## config.mk

```make
export PLATFORM = sky130hd
export DESIGN_NAME = data_data_rd_streamer_flat
export DESIGN_NICKNAME = d
export VERILOG_FILES = /design/src/rtl/data_data_pkg.sv /design/src/rtl/data_data_rd_streamer_if.sv /design/src/rtl/data_data_beat_buf.sv /design/src/rtl/data_data_rd_streamer.sv /design/src/flat_wrapper.sv
export SDC_FILE = /design/constraint.sdc
export NUM_CORES = 1
export LEC_CHECK = 0
export BUFFER_PORTS_ARGS = -buffer_cell sky130_fd_sc_hd__clkbuf_2
export CAP_MARGIN = 20
export CORE_AREA = 2 2 168 170
export DETAILED_ROUTE_END_ITERATION = 7
export DIE_AREA = 0 0 170 172
export PLACE_DENSITY_LB_ADDON = 0.08
export SKIP_CTS_REPAIR_TIMING = 1
export SLEW_MARGIN = 20
export SYNTH_ARGS = -nofsm -noshare
export SYNTH_HDL_FRONTEND = slang
export SYNTH_SLANG_ARGS = --single-unit
```

## constraint.sdc

```tcl
create_clock -name clock -period 22 [get_ports clock]
set_clock_uncertainty 0.15 [all_clocks]
set_input_delay 2.2 -clock clock [delete_from_list [all_inputs] [get_ports clock]]
set_output_delay 2.2 -clock clock [all_outputs]
set_load 0.05 [all_outputs]
```

## src/rtl/data_data_pkg.sv

```systemverilog
// ---------------------------------------------------------------------------
// data_data_pkg
// Shared types and constants for the L1 data-array read streamer.
//   DEPTH/AW/DW/MAXB : array geometry and command limits
//   rd_state_t       : streamer FSM state
//   beat_t           : one buffered output beat (data, last, optional parity)
//   calc_par()       : per-32-bit-lane even parity of a row
//   next_row()       : row increment with wrap at DEPTH-1
// Optional feature macro: DATA_RD_STREAMER_PARITY_EN (adds beat_t.par).
// ---------------------------------------------------------------------------
package data_data_pkg;

    localparam int DEPTH = 40;
    localparam int AW    = 6;
    localparam int DW    = 128;
    localparam int MAXB  = 4;

    // Sized copies so comparisons against port fields stay width-matched.
    localparam logic [AW-1:0] LAST_ROW = AW'(DEPTH - 1);
    localparam logic [2:0]    MAXB_C   = 3'(MAXB);

    typedef enum logic [1:0] {IDLE, READ, DRAIN} rd_state_t;

    typedef struct packed {
        logic [DW-1:0] data;
        logic          last;
`ifdef DATA_RD_STREAMER_PARITY_EN
        logic [3:0]    par;
`endif
    } beat_t;

    function automatic logic [3:0] calc_par(input logic [DW-1:0] d);
        logic [3:0] p;
        for (int i = 0; i < 4; i++) begin
            p[i] = ^d[32*i +: 32];
        end
        return p;
    endfunction

    function automatic logic [AW-1:0] next_row(input logic [AW-1:0] r);
        return (r == LAST_ROW) ? '0 : r + 1'b1;
    endfunction

endpackage

```

## src/rtl/data_data_rd_streamer_if.sv

```systemverilog
// ---------------------------------------------------------------------------
// data_data_rd_streamer_if
// Command and beat-stream handshake bundle for data_data_rd_streamer.
//   req_valid/req_ready/req_row/req_beats/req_err : line-read command
//   beat_valid/beat_ready/beat_data/beat_last     : output beat stream
//   beat_par (DATA_RD_STREAMER_PARITY_EN only)    : per-lane beat parity
// slave modport = streamer side, master modport = command issuer / sink.
// ---------------------------------------------------------------------------
interface data_data_rd_streamer_if;
    import data_data_pkg::*;

    logic          req_valid;
    logic          req_ready;
    logic [AW-1:0] req_row;
    logic [2:0]    req_beats;
    logic          req_err;
    logic          beat_valid;
    logic          beat_ready;
    logic [DW-1:0] beat_data;
    logic          beat_last;
`ifdef DATA_RD_STREAMER_PARITY_EN
    logic [3:0]    beat_par;
`endif

    modport slave (
        input  req_valid, req_row, req_beats, beat_ready,
`ifdef DATA_RD_STREAMER_PARITY_EN
        output beat_par,
`endif
        output req_ready, req_err, beat_valid, beat_data, beat_last
    );

    modport master (
        output req_valid, req_row, req_beats, beat_ready,
`ifdef DATA_RD_STREAMER_PARITY_EN
        input  beat_par,
`endif
        input  req_ready, req_err, beat_valid, beat_data, beat_last
    );

endinterface

```

## src/rtl/data_data_beat_buf.sv

```systemverilog
// ---------------------------------------------------------------------------
// data_data_beat_buf
// Two-entry FIFO of beat_t between the array read port and the beat stream.
//   clock, reset : clock / synchronous active-high reset (control only)
//   push         : write push_beat at the clock edge
//   push_beat    : beat to store
//   pop          : drop the head entry at the clock edge
//   count        : occupancy 0..2
//   head         : oldest entry (meaningful only when count != 0)
// Caller guarantees no push when full unless it also pops, and no pop when
// empty. Push and pop together while full writes the slot being vacated.
// ---------------------------------------------------------------------------
module data_data_beat_buf
    import data_data_pkg::*;
(
    input  logic       clock,
    input  logic       reset,
    input  logic       push,
    input  beat_t      push_beat,
    input  logic       pop,
    output logic [1:0] count,
    output beat_t      head
);

    beat_t      mem [2];
    logic       wr_ptr;
    logic       rd_ptr;
    logic [1:0] cnt;

    always_ff @(posedge clock) begin
        if (reset) begin
            wr_ptr <= 1'b0;
            rd_ptr <= 1'b0;
            cnt    <= 2'd0;
        end else begin
            if (push) wr_ptr <= ~wr_ptr;
            if (pop)  rd_ptr <= ~rd_ptr;
            case ({push, pop})
                2'b10:   cnt <= cnt + 2'd1;
                2'b01:   cnt <= cnt - 2'd1;
                default: cnt <= cnt;
            endcase
        end
    end

    // Storage carries no reset; emptiness is tracked by cnt alone.
    always_ff @(posedge clock) begin
        if (push) mem[wr_ptr] <= push_beat;
    end

    assign count = cnt;
    assign head  = mem[rd_ptr];

endmodule

```

## src/rtl/data_data_rd_streamer.sv

```systemverilog
// ---------------------------------------------------------------------------
// data_data_rd_streamer
// Read-side initiator for the 40x128 L1 data array. Accepts a line-read
// command (start row, beat count), reads consecutive rows through the
// macro R0 port (wrapping DEPTH-1 -> 0) and streams each row as a beat.
// Ports:
//   clock, reset : sole clock, synchronous active-high reset
//   bus (slave)  : command handshake + beat stream (see interface)
//   R0_addr/R0_en/R0_clk : macro read port (R0_clk = clock)
//   R0_data      : macro read data, valid in the same cycle as R0_en
//   busy         : FSM not in IDLE
// Optional feature macro: DATA_RD_STREAMER_PARITY_EN adds bus.beat_par.
// ---------------------------------------------------------------------------
module data_data_rd_streamer
    import data_data_pkg::*;
(
    input  logic                    clock,
    input  logic                    reset,
    data_data_rd_streamer_if.slave  bus,
    output logic [AW-1:0]           R0_addr,
    output logic                    R0_en,
    output logic                    R0_clk,
    input  logic [DW-1:0]           R0_data,
    output logic                    busy
);

    rd_state_t     state, state_nxt;
    logic [AW-1:0] cur_row;
    logic [2:0]    remaining;
    logic [AW-1:0] last_addr;
    logic          err_q;

    logic          cmd_fire;
    logic          cmd_legal;
    logic          issue;
    logic          pop;
    logic          beat_valid;
    logic [1:0]    count;
    beat_t         push_beat;
    beat_t         head;

    assign R0_clk    = clock;
    assign cmd_fire  = (state == IDLE) && bus.req_valid;
    assign cmd_legal = (bus.req_row <= LAST_ROW) && (bus.req_beats != 3'd0)
                       && (bus.req_beats <= MAXB_C);
    assign beat_valid = (count != 2'd0);
    assign pop        = beat_valid && bus.beat_ready;
    // A full buffer can still take a row when the head leaves this cycle.
    assign issue      = (state == READ) && ((count != 2'd2) || pop);

    always_comb begin
        state_nxt = state;
        R0_en     = 1'b0;
        R0_addr   = last_addr;
        case (state)
            IDLE: begin
                if (cmd_fire && cmd_legal) state_nxt = READ;
            end
            READ: begin
                if (issue) begin
                    R0_en   = 1'b1;
                    R0_addr = cur_row;
                    if (remaining == 3'd1) state_nxt = DRAIN;
                end
            end
            DRAIN: begin
                if (count == 2'd0) state_nxt = IDLE;
            end
            default: state_nxt = IDLE;
        endcase
    end

    always_ff @(posedge clock) begin
        if (reset) begin
            state     <= IDLE;
            cur_row   <= '0;
            remaining <= 3'd0;
            last_addr <= '0;
            err_q     <= 1'b0;
        end else begin
            state <= state_nxt;
            err_q <= cmd_fire && !cmd_legal;
            if (cmd_fire && cmd_legal) begin
                cur_row   <= bus.req_row;
                remaining <= bus.req_beats;
            end else if (issue) begin
                cur_row   <= next_row(cur_row);
                remaining <= remaining - 3'd1;
                last_addr <= cur_row;
            end
        end
    end

    always_comb begin
        push_beat      = '0;
        push_beat.data = R0_data;
        push_beat.last = (remaining == 3'd1);
`ifdef DATA_RD_STREAMER_PARITY_EN
        push_beat.par  = calc_par(R0_data);
`endif
    end

    data_data_beat_buf u_buf (
        .clock     (clock),
        .reset     (reset),
        .push      (issue),
        .push_beat (push_beat),
        .pop       (pop),
        .count     (count),
        .head      (head)
    );

    // Payload is forced to zero while empty so unreset storage never leaks.
    assign bus.req_ready  = (state == IDLE);
    assign bus.req_err    = err_q;
    assign bus.beat_valid = beat_valid;
    assign bus.beat_data  = beat_valid ? head.data : '0;
    assign bus.beat_last  = beat_valid ? head.last : 1'b0;
`ifdef DATA_RD_STREAMER_PARITY_EN
    assign bus.beat_par   = beat_valid ? head.par : 4'd0;
`endif
    assign busy = (state != IDLE);

endmodule

```

## src/flat_wrapper.sv

```systemverilog
// flat-port wrapper written by rule: the top's interface ports become plain ports
module data_data_rd_streamer_flat import data_data_pkg::*;
  (clock, reset, R0_addr, R0_en, R0_clk, R0_data, busy, bus_req_valid, bus_req_row, bus_req_beats, bus_beat_ready, bus_req_ready, bus_req_err, bus_beat_valid, bus_beat_data, bus_beat_last);
  data_data_rd_streamer_if bus_i ();
  input  logic clock;
  input  logic reset;
  output logic [AW-1:0] R0_addr;
  output logic R0_en;
  output logic R0_clk;
  input  logic [DW-1:0] R0_data;
  output logic busy;
  input wire logic [$bits(bus_i.req_valid)-1:0] bus_req_valid;
  input wire logic [$bits(bus_i.req_row)-1:0] bus_req_row;
  input wire logic [$bits(bus_i.req_beats)-1:0] bus_req_beats;
  input wire logic [$bits(bus_i.beat_ready)-1:0] bus_beat_ready;
  output wire logic [$bits(bus_i.req_ready)-1:0] bus_req_ready;
  output wire logic [$bits(bus_i.req_err)-1:0] bus_req_err;
  output wire logic [$bits(bus_i.beat_valid)-1:0] bus_beat_valid;
  output wire logic [$bits(bus_i.beat_data)-1:0] bus_beat_data;
  output wire logic [$bits(bus_i.beat_last)-1:0] bus_beat_last;
  assign bus_i.req_valid = bus_req_valid;
  assign bus_i.req_row = bus_req_row;
  assign bus_i.req_beats = bus_req_beats;
  assign bus_i.beat_ready = bus_beat_ready;
  assign bus_req_ready = bus_i.req_ready;
  assign bus_req_err = bus_i.req_err;
  assign bus_beat_valid = bus_i.beat_valid;
  assign bus_beat_data = bus_i.beat_data;
  assign bus_beat_last = bus_i.beat_last;
  data_data_rd_streamer u_core (.clock(clock), .reset(reset), .bus(bus_i), .R0_addr(R0_addr), .R0_en(R0_en), .R0_clk(R0_clk), .R0_data(R0_data), .busy(busy));
endmodule
```

==> run summary <==
Outcome -> completed
CP Class -> clk -> out
CTS tree -> yes
Routed len/inst -> 17.30 µm
P_leak -> 5.097 nW
Diode count -> 0
R2r endpoint -> u_core.u_buf.mem[0][33]
Worst reg2reg path depth -> 6
Final Setup Violations -> 0
CTS clk-pin slew, worst paths -> 0.05 ns
Worst Hold Endpoint -> u_core.u_buf.rd_ptr
Area delta synth->final -> 26.49%
Critical path data arrival time -> 11.73 ns
Initial antenna violation count -> 1
Final Util -> 0.4991
Pwr per Cell Area -> 121.3 mW/mm²
Syn Inst Count -> 673
R2r setup slk -> 18.71 ns
Async SR Flop Fraction -> 0
Crit path launch type -> clock port
DR DRC count -> 0
Cell variety after synth -> 43
Die width -> 170 µm
Slew Limit Headroom -> 0.3038
Pin count of the biggest net entering global routing -> 75
Hold Slack -> 0.3778 ns
CTS Buf Count -> 34
Total wire length -> 23100 µm
Port Buf Inserts -> 281
Avg Synthesized Cell Area -> 16.11 µm²
Ys Warns -> 0
WHS Path Cells -> 2
Placement Setup Slack -> 8.438 ns
RD Place Congestion -> 0.7330
Endpoints failing hold -> 0
DRT iter0 DRCs -> 319
Global route overflow -> 0
Number of synthesized flops with an enable pin -> 258
Critical Path RT -> 19.65 ns
# rows -> 61
Most frequent cells in the layout -> clkbuf_2 (283), edfxtp_1 (258), nor2_1 (140)
Setup ws final -> 7.918 ns
Worst Tran Pin Value -> 1.044 ns
Most common cell after layout, fill and taps aside -> clkbuf_2
VDD IR max -> 0.06754 mV
Vias per cell -> 4.769
Final setup TNS -> 0 ns
Pins Over Slew Limit -> 0
Hold Crit Class -> reg -> reg
Synth Register Bits -> 281
H-Tree Level Count -> 2
Crit end category -> output port
RSZ-0062 raised after global routing -> false
Post-detailed-route count of antenna-violating nets -> 0
Hold Crit Start -> u_core.u_buf.rd_ptr
Die area -> 0.02924 mm²
Ys flop type -> edfxtp_1
IO Count -> 282
Total number of vias -> 6367
Share of layout cells above drive strength 1 -> 0.3600
First-pass GRT wire length -> 33210 µm
GRT Total Usage -> 0.1494
CORE AREA -> 0.02748 mm²
Die Ht -> 172 µm
Worst R2R Start -> u_core.u_buf.count[0]
Worst-Skew Late Latency -> 0.50 ns
CP max FO -> 12
Nets -> 1109
Dpl hpwl -> 14550 µm
Initial core utilization -> 0.3946
Vias in the first global route -> 6111
Drt first pass iters -> 4
Root Driver -> clkbuf_16
Synth Net Count -> 818
Seq/Total Area, Yosys -> 0.7571
Post-Syn Area -> 0.01084 mm²
Max-cap violations -> 0
Clock buffer depth -> 3
## synthesized netlist by cell type, drive strengths merged (4+ instances only)
cell    instances  area [µm²]
mux2i         130        1301
xnor2           4       35.03
nor2          143       553.0
nand2           8       30.03
mux2            6       67.56
nor2b          10       62.56
inv             5       21.27
buf            17       92.59
clkbuf         17       63.81
dfxtp          23       460.4
a211oi          5       37.54
edfxtp        258        7747
ha              4       50.05
nand3           6       30.03
## sequential cells by signal, indices dropped and copies added, names as in the netlist, named ones only
| signal | flops |
|---|---|
| u_core.last_addr | 6 |
| u_core.state | 2 |
| u_core.u_buf.rd_ptr | 1 |
| u_core.bus.req_err | 1 |
| u_core.remaining | 3 |
| u_core.u_buf.wr_ptr | 1 |
| u_core.u_buf.count | 2 |
| u_core.cur_row | 6 |
| u_core.u_buf.mem | 258 |
## metal layers
layer,track usage,part of all wire,up-vias
met5,0,0.00052,-
met4,0.05165,0.022,2
met3,0.04623,0.076,35
met2,0.2486,0.48,197
met1,0.1858,0.42,3057
li1,-,-,3076
## worst max-delay path, stage by stage
cell	delay (ns)
clkbuf_16	0.15
clkbuf_16	0.18
clkbuf_16	0.17
clkbuf_2	0.23
## cell type report
| class | instances | area, µm² |
|---|---|---|
| clock buffers | 52 | 1036 |
| inverters | 5 | 21.27 |
| fillers | 2445 | 13760 |
| clock inverters | 10 | 73.82 |
| flip-flops and latches | 281 | 8212 |
| well taps | 346 | 432.9 |
| repair buffers | 288 | 1461 |
| multi-input cells | 353 | 2476 |
## logic make-up (layout without fill, tap and decap cells)
family	count (synthesis)	in the layout	synth area share
buffers and inverters	39	355	0.01639
AO/OA/AOI/OAI	22	22	0.01396
XOR/XNOR	7	7	0.005655
flip-flops	281	281	0.7571
multiplexers	136	136	0.1263
AND/OR/NAND/NOR	184	184	0.07605
adder cells (fa/ha/maj)	4	4	0.004616
## through the flow
step	std cells	instance area, µm²	power, W
2_1_floorplan	673	10840	0.001023
4_1_cts	1335	13710	0.001688
5_1_grt	1335	13710	0.001731
3_5_place_dp	1274	12610	0.001146
3_3_place_gp	1274	12610	0.001145
6_report	1335	13710	0.001663
## how the worst max path moves through the flow
stage | start | end | depth (start not counted)
3_3_place_gp | clock | R0_clk | 1
5_1_grt | clock | R0_clk | 4
3_5_place_dp | clock | R0_clk | 1
4_1_cts | clock | R0_clk | 4
2_1_floorplan | clock | R0_clk | 1
6_report | clock | R0_clk | 4
## power breakdown
part	switching [W]	internal (W)
logic	0.000379	0.000115
clock network	0.000209	0.000336
registers	0.0000160	0.000608
total	0.000604	0.00106
Power figures use the tool's default switching activity.
